## config.mk

```make
export PLATFORM = sky130hd
export DESIGN_NAME = multicycle_control
export DESIGN_NICKNAME = d
export VERILOG_FILES = /design/src/rtl/multicycle_control.sv
export SDC_FILE = /design/constraint.sdc
export NUM_CORES = 1
export LEC_CHECK = 0
export CAP_MARGIN = 20
export CORE_AREA = 2 2 72 81
export CTS_CLUSTER_SIZE = 20
export DETAILED_ROUTE_END_ITERATION = 6
export DIE_AREA = 0 0 74 83
export MAX_ROUTING_LAYER = met4
export PLACE_DENSITY = 0.68
export SETUP_SLACK_MARGIN = 0.4
export SLEW_MARGIN = 20
export SYNTH_ARGS = -nofsm -noshare
export SYNTH_HDL_FRONTEND = slang
export SYNTH_SLANG_ARGS = --single-unit
```

## constraint.sdc

```tcl
create_clock -name clk -period 5 [get_ports clk]
set_clock_uncertainty 0.05 [all_clocks]
set_input_delay 0.5 -clock clk [delete_from_list [all_inputs] [get_ports clk]]
set_output_delay 0.5 -clock clk [all_outputs]
set_load 0.005 [all_outputs]
```

## src/rtl/multicycle_control.sv

```systemverilog
// Main control unit for the multicycle RV32I datapath: Moore FSM driving
// datapath strobes and mux selects, ALU operation decode and retired-instruction counter.
module multicycle_control #(
    parameter int INSTRET_W = 32
) (
    input  logic                 clk,
    input  logic                 resetn,
    input  logic [6:0]           opcode,
    input  logic [2:0]           funct3,
    input  logic                 funct7b5,
    input  logic                 zero,
    output logic                 pc_write,
    output logic                 adr_src,
    output logic                 mem_write,
    output logic                 ir_write,
    output logic                 reg_write,
    output logic [1:0]           result_src,
    output logic [1:0]           alu_src_a,
    output logic [1:0]           alu_src_b,
    output logic [1:0]           imm_src,
    output logic [2:0]           alu_control,
    output logic                 halted,
    output logic [INSTRET_W-1:0] instret
);
    localparam logic [6:0] OP_LOAD  = 7'b0000011;
    localparam logic [6:0] OP_STORE = 7'b0100011;
    localparam logic [6:0] OP_R     = 7'b0110011;
    localparam logic [6:0] OP_I     = 7'b0010011;
    localparam logic [6:0] OP_BR    = 7'b1100011;
    localparam logic [6:0] OP_JAL   = 7'b1101111;

    localparam logic [2:0] ALU_AND = 3'b000;
    localparam logic [2:0] ALU_OR  = 3'b001;
    localparam logic [2:0] ALU_ADD = 3'b010;
    localparam logic [2:0] ALU_SUB = 3'b110;
    localparam logic [2:0] ALU_SLT = 3'b111;

    typedef enum logic [3:0] {
        S_FETCH    = 4'd0,
        S_DECODE   = 4'd1,
        S_MEMADR   = 4'd2,
        S_MEMREAD  = 4'd3,
        S_MEMWB    = 4'd4,
        S_MEMWRITE = 4'd5,
        S_EXECR    = 4'd6,
        S_EXECI    = 4'd7,
        S_ALUWB    = 4'd8,
        S_BRANCH   = 4'd9,
        S_JAL      = 4'd10,
        S_ERROR    = 4'd11
    } state_t;

    state_t               state_q, state_d;
    logic [INSTRET_W-1:0] instret_q, instret_d;
    logic                 retire_s;
    logic                 pc_write_s, mem_write_s, ir_write_s, reg_write_s, halted_s;

    function automatic logic alu_f3_legal(input logic [2:0] f3);
        return (f3 == 3'b000) || (f3 == 3'b010) || (f3 == 3'b110) || (f3 == 3'b111);
    endfunction

    function automatic logic [2:0] alu_decode(input logic [2:0] f3, input logic sub_en);
        logic [2:0] op;
        case (f3)
            3'b000:  op = sub_en ? ALU_SUB : ALU_ADD;
            3'b010:  op = ALU_SLT;
            3'b110:  op = ALU_OR;
            3'b111:  op = ALU_AND;
            default: op = ALU_ADD;
        endcase
        return op;
    endfunction

    // Next-state logic and retire detection
    always_comb begin
        state_d  = state_q;
        retire_s = 1'b0;
        case (state_q)
            S_FETCH:  state_d = S_DECODE;
            S_DECODE: begin
                case (opcode)
                    OP_LOAD, OP_STORE: state_d = S_MEMADR;
                    OP_R:    state_d = alu_f3_legal(funct3) ? S_EXECR : S_ERROR;
                    OP_I:    state_d = alu_f3_legal(funct3) ? S_EXECI : S_ERROR;
                    OP_BR:   state_d = (funct3[2:1] == 2'b00) ? S_BRANCH : S_ERROR;
                    OP_JAL:  state_d = S_JAL;
                    default: state_d = S_ERROR;
                endcase
            end
            S_MEMADR:  state_d = opcode[5] ? S_MEMWRITE : S_MEMREAD;
            S_MEMREAD: state_d = S_MEMWB;
            S_EXECR, S_EXECI, S_JAL: state_d = S_ALUWB;
            S_MEMWB, S_MEMWRITE, S_ALUWB, S_BRANCH: begin
                state_d  = S_FETCH;
                retire_s = 1'b1;
            end
            S_ERROR:  state_d = S_ERROR;
            default:  state_d = S_ERROR;
        endcase
        if (retire_s) begin
            instret_d = instret_q + {{(INSTRET_W-1){1'b0}}, 1'b1};
        end else begin
            instret_d = instret_q;
        end
    end

    // State and retired-instruction counter registers
    always_ff @(posedge clk or negedge resetn) begin
        if (!resetn) begin
            state_q   <= S_FETCH;
            instret_q <= {INSTRET_W{1'b0}};
        end else begin
            state_q   <= state_d;
            instret_q <= instret_d;
        end
    end

    // Moore output decode per state
    always_comb begin
        pc_write_s  = 1'b0;
        adr_src     = 1'b0;
        mem_write_s = 1'b0;
        ir_write_s  = 1'b0;
        reg_write_s = 1'b0;
        halted_s    = 1'b0;
        result_src  = 2'b00;
        alu_src_a   = 2'b00;
        alu_src_b   = 2'b00;
        alu_control = ALU_AND;
        case (state_q)
            S_FETCH: begin
                ir_write_s  = 1'b1;
                alu_src_b   = 2'b10;
                alu_control = ALU_ADD;
                result_src  = 2'b10;
                pc_write_s  = 1'b1;
            end
            S_DECODE: begin
                alu_src_a   = 2'b01;
                alu_src_b   = 2'b01;
                alu_control = ALU_ADD;
            end
            S_MEMADR: begin
                alu_src_a   = 2'b10;
                alu_src_b   = 2'b01;
                alu_control = ALU_ADD;
            end
            S_MEMREAD:  adr_src = 1'b1;
            S_MEMWRITE: begin
                adr_src     = 1'b1;
                mem_write_s = 1'b1;
            end
            S_MEMWB: begin
                result_src  = 2'b01;
                reg_write_s = 1'b1;
            end
            S_EXECR: begin
                alu_src_a   = 2'b10;
                alu_control = alu_decode(funct3, funct7b5);
            end
            S_EXECI: begin
                alu_src_a   = 2'b10;
                alu_src_b   = 2'b01;
                alu_control = alu_decode(funct3, 1'b0);
            end
            S_ALUWB:  reg_write_s = 1'b1;
            S_BRANCH: begin
                alu_src_a   = 2'b10;
                alu_control = ALU_SUB;
                pc_write_s  = funct3[0] ? ~zero : zero;
            end
            S_JAL: begin
                alu_src_a   = 2'b01;
                alu_src_b   = 2'b10;
                alu_control = ALU_ADD;
                pc_write_s  = 1'b1;
            end
            S_ERROR:  halted_s = 1'b1;
            default:  halted_s = 1'b1;
        endcase
    end

    // Immediate format from the opcode alone
    always_comb begin
        case (opcode)
            OP_STORE: imm_src = 2'b01;
            OP_BR:    imm_src = 2'b10;
            OP_JAL:   imm_src = 2'b11;
            default:  imm_src = 2'b00;
        endcase
    end

    // Reset overrides the FETCH strobes so nothing fires while held in reset
    assign pc_write  = resetn & pc_write_s;
    assign mem_write = resetn & mem_write_s;
    assign ir_write  = resetn & ir_write_s;
    assign reg_write = resetn & reg_write_s;
    assign halted    = resetn & halted_s;
    assign instret   = instret_q;

endmodule

```

Yosys cells after proc, flatten, opt, wreduce, memory -nomap -nowiden --
Index checks and enable logic that the tools add are counted.
Word-level totals: register bits 36, input port bits 14, output and inout port bits 49, word-level logic and storage cells 67
Cells by class: add/subtract/negate cells 1, eq/ne operators 19, multiplexer cells 22, bitwise gates (word level) 6, reduce and logical (&&, ||, !) cells 17
Operator list (number):
- 32-bit by 1-bit adder with 32-bit output (second input constant) | 1
- 3-bit case mux with 4 select lines | 2
- 4-bit case mux with 6 select lines | 1
- 4-bit case mux with 5 select lines | 1
- 4-bit by 3-bit == test with 1-bit output (second input constant) | 4
- 7-bit by 6-bit == test with 1-bit output (second input constant) | 2
- 7-bit == test (second input constant) | 2
- 4-bit == test (second input constant) | 3
- 2-bit case mux with 2 select lines | 3
- 4-bit OR reduction | 3
- 11-bit OR reduction | 1
- 2-bit OR reduction | 5
- 3-bit case mux with 3 select lines | 1
- 4-bit by 2-bit == test with 1-bit output (second input constant) | 2
- 4-bit 2-to-1 mux | 2
- 7-bit by 2-bit == test with 1-bit output (second input constant) | 1
- 7-bit by 5-bit == test with 1-bit output (second input constant) | 1
- 1-bit 2-to-1 mux | 7
- 3-bit == test (second input constant) | 2
- 3-bit 2-to-1 mux | 2
- 2-bit case mux with 3 select lines | 1
- 3-bit OR reduction | 2
- 1-bit bitwise AND | 5
- 4-bit by 1-bit == test with 1-bit output (second input constant) | 1
- 8 further kinds | 10

Logic depth before layout (Yosys ltp) --
word-level depth 7, depth in mapped cells 7, depth with buffers taken out 6

Worst setup path after synthesis --
Ideal clock, no wire load.
path type input -> output, start point input opcode[3], end point output imm_src[0], arrival time 1.388 ns, required time 4.450 ns, path slack 3.062 ns, stages 4, buffers on the path 0, path through or2_2 nor3_1 o21ba_2 nor2b_1
On the way: word-level cells in the longest chain between the ends 2, elaborated cells between the ends (all ways) 4
Ends and longest elaborated chain:
- start: declaration | line 8 | input logic [6:0] opcode,
- 7-bit == test / 7-bit by 6-bit == test with 1-bit output (equally long branches) | line 185 | case (opcode)
- 2-bit case mux with 3 select lines (*) | line 185
- end: declaration | line 20 | output logic [1:0] imm_src,
Mark *: on every way between the ends. The rest lies on a longest branch, timed or not.

Worst setup path in the final report --
Same ends and word-level chain as after synthesis.

==> flow_summary.toml <==
[run]
drv_cap = 0

[worst_setup_path]
r2r-end = "instret[24]"
cp-end-kind = "output pin"
reg2reg_setup_slack_ns = 2.98
start_kind = "input pin"
criticalPathCategory = "input pin to output pin"
crit_family = "buffers and inverters"
crit_start = "opcode[3]"
slowest_stage = "clkdlybuf4s50_1"
reg2regPathDepth = 5
path_buf_inv = 2
critPathRequiredTime_ns = 4.45
worstPathMaxFanout = 4
r2r-start = "state_q[3]"
worst-path-stages = 6
worstPathCellList = "clkdlybuf4s50_1 -> or2_2 -> nor3_1 -> o21ba_2 -> nor2b_1 -> clkdlybuf4s50_1"
arrival_ns = 2.39
endpoint = "imm_src[0]"
cpMostUsedCell = "clkdlybuf4s50_1"
slowest_delay_ns = 0.51

[pwr]
seqPwrFrac = 0.514
comb_power_share = 0.043
pwr-share-clk = 0.444
p_switching_mw = 0.1159
ir_drop_mv = 0.1009
p_leak_nw = 1.228
internal_power_mw = 0.4504
switching_share = 0.2047
power.density_mw_per_mm2 = 200.2

[yosys]
ys_seq_area_frac = 0.4393
ys.flop_type = "dfrtp_1"
synth_edf_count = 0
synth_top_family_by_area = "simple AND/OR/NAND/NOR gates"
syn_area_mm2 = 0.002051
yosys.area.top_type = "dfrtp_1"
synth_commonest_cells = "dfrtp_1 (36), nand2_1 (26), nor2_1 (21)"
synthSimpleGateAreaFrac = 0.2886
yosysMostFrequentCell = "dfrtp_1"
ys_ff_latch = 36
syn_inst = 219
syn_nets = 234
yosysWarnings = 0
yosys.area_share.adder = 0.006101
synth_compound_area_frac = 0.06589
synth_top_area_frac = 0.4393
muxShareOfSynthArea = 0.005491
synthTopCellsByArea = "dfrtp_1 (44%), xnor2_1 (8.1%), xor2_1 (6.8%), nand2_1 (4.8%), nor2_1 (3.8%)"
syn_area_per_cell_um2 = 9.364
ys_async_sr_fraction = 1.000
synth.distinct_cells = 40
synth-xor-area-share = 0.1574

[global_routing]
track_usage = 0.1568
grt_pass1_wl_mm = 7.590
grt_max_degree = 41
grt_pass1_vias = 1672
antenna_found_initial = 0
grt-ovfl-total = 0

[route]
route.final.wire_length_mm = 4.377
vias_per_cell = 4.907
first_pass_iters = 4
vias = 1742
antenna_left = 0
first_iter_violations = 76
drc_errors = 0
routedWlPerCell_um = 12.33

[die]
start_util = 0.3877
die_y_um = 83
ios = 63
core_area_mm2 = 0.005290
num_rows = 28
fp.dieW_um = 74
dieArea_mm2 = 0.006142

[clocking]
cts.sinks = 36
post-cts-setup-buffers = 0
cts_tree = "done"
cts-hold-fix-buffers = 0
clk_pin_slew_worst_paths_ns = 0.07
numCtsBuffers = 5
clk_path_buf_depth = 2
post_cts_resized = 0
clock_latency_ns = 0.29
cts-htree-levels = 2
root_buffer = "clkbuf_8"

[placed_design]
place_congestion = 0.7757
dpl.hpwl_mm = 3.223
port_buffers = 62

[cells_and_area]
antenna_cells = 0
drive_gt1_frac = 0.08571
area_delta_synth_final_pct = 37.95
layout.nets = 294
utilization = 0.5348

[sta]
rsz0062_at_grt = "no"
tns_ns = 0
max-slew-margin-rel = 0.4454
hold-worst-slack_ns = 0.2561
worst_slew_pin_slew_ns = 0.8319
final-hold-violation-count = 0
setup_viol = 0
fin_crit_sh = 0.5876
max_freq_mhz = 340.4
fin_crit_ns = 2.938
maxSlewViolCount = 0

[hold_path]
hold_path_class = "input pin to async pin"

[run_status]
outcome = "completed"
[worst register-to-register path: stages, from the launching register on]
cell     delay [ns]
dfrtp_1        0.68
xnor2_2        0.23
nor3_4         0.38
nand4_2        0.26
nor2_1         0.19
xor2_1         0.15
[how the worst min path moves through the flow]
| stage | start | end |
|---|---|---|
| floorplan | resetn | instret[0] |
| global placement | instret[31] | instret[31] |
| detailed placement | instret[31] | instret[31] |
| CTS | resetn | instret[7] |
| global route | resetn | instret[7] |
| finish | resetn | instret[8] |
[power groups by stage]
stage | Sequential [mW] | Combinational [mW] | Clock [mW]
after detailed placement | 0.297 | 0.0245 | 0
final | 0.291 | 0.0241 | 0.251
after CTS | 0.291 | 0.0246 | 0.258
after global routing | 0.291 | 0.0275 | 0.269
after global placement | 0.297 | 0.0245 | 0
after floorplan | 0.297 | 0.00472 | 0
[per-layer routing]
metal	global-route usage	vias up	wire length, um
met5	-	-	0
met4	0.03967	0	57
met1	0.2085	813	2029
met2	0.2411	55	2055
met3	0.03519	6	234
li1	-	868	-
[placed cells by master (no fill, tap or decap), types with 2 or more instances in the layout]
cell type and count:
xnor2_1 19, o311ai_0 2, and3_1 7, nor3_4 2
nand4_1 4, nor3_1 13, nand2_1 26, dfrtp_1 36
inv_1 9, nand2b_1 2, nor2_1 21, nor4_2 2
a21oi_1 7, o21ai_0 4, o21a_1 2, or2_2 2
and4_1 2, clkbuf_8 5, nor2b_1 3, xor2_1 16
o31ai_1 2, and2_1 2, clkdlybuf4s50_1 61, nand3_1 12
[layout make-up]
class,count,area (um2)
inverter,9,33.78
fill,491,2461
multi-input combinational,165,1074
sequential,36,900.9
clock inverter,3,42.54
timing repair buffer,62,615.6
clock buffer,5,68.82
tap,75,93.84
[flip-flops by register name, indices dropped and copies added (netlist names)]
signal	cells
state_q	4
instret	32
[metrics by stage]
stage	setup WS, ns	power (mW)	cells	area (um2)
after global placement	2.100	0.3212	347	2718
after global routing	1.879	0.5877	355	2829
after CTS	2.041	0.5733	355	2829
after floorplan	3.062	0.3015	219	2051
final	2.062	0.5664	355	2829
after detailed placement	2.062	0.3212	347	2718
[cells by family after synthesis]
group,after synthesis
xor+xnor,36
simple gates,106
compound gates,21
fa+ha+maj,1
buf+inv,18
mux,1
flops,36
Note: power is estimated with default switching activity, not from simulation.
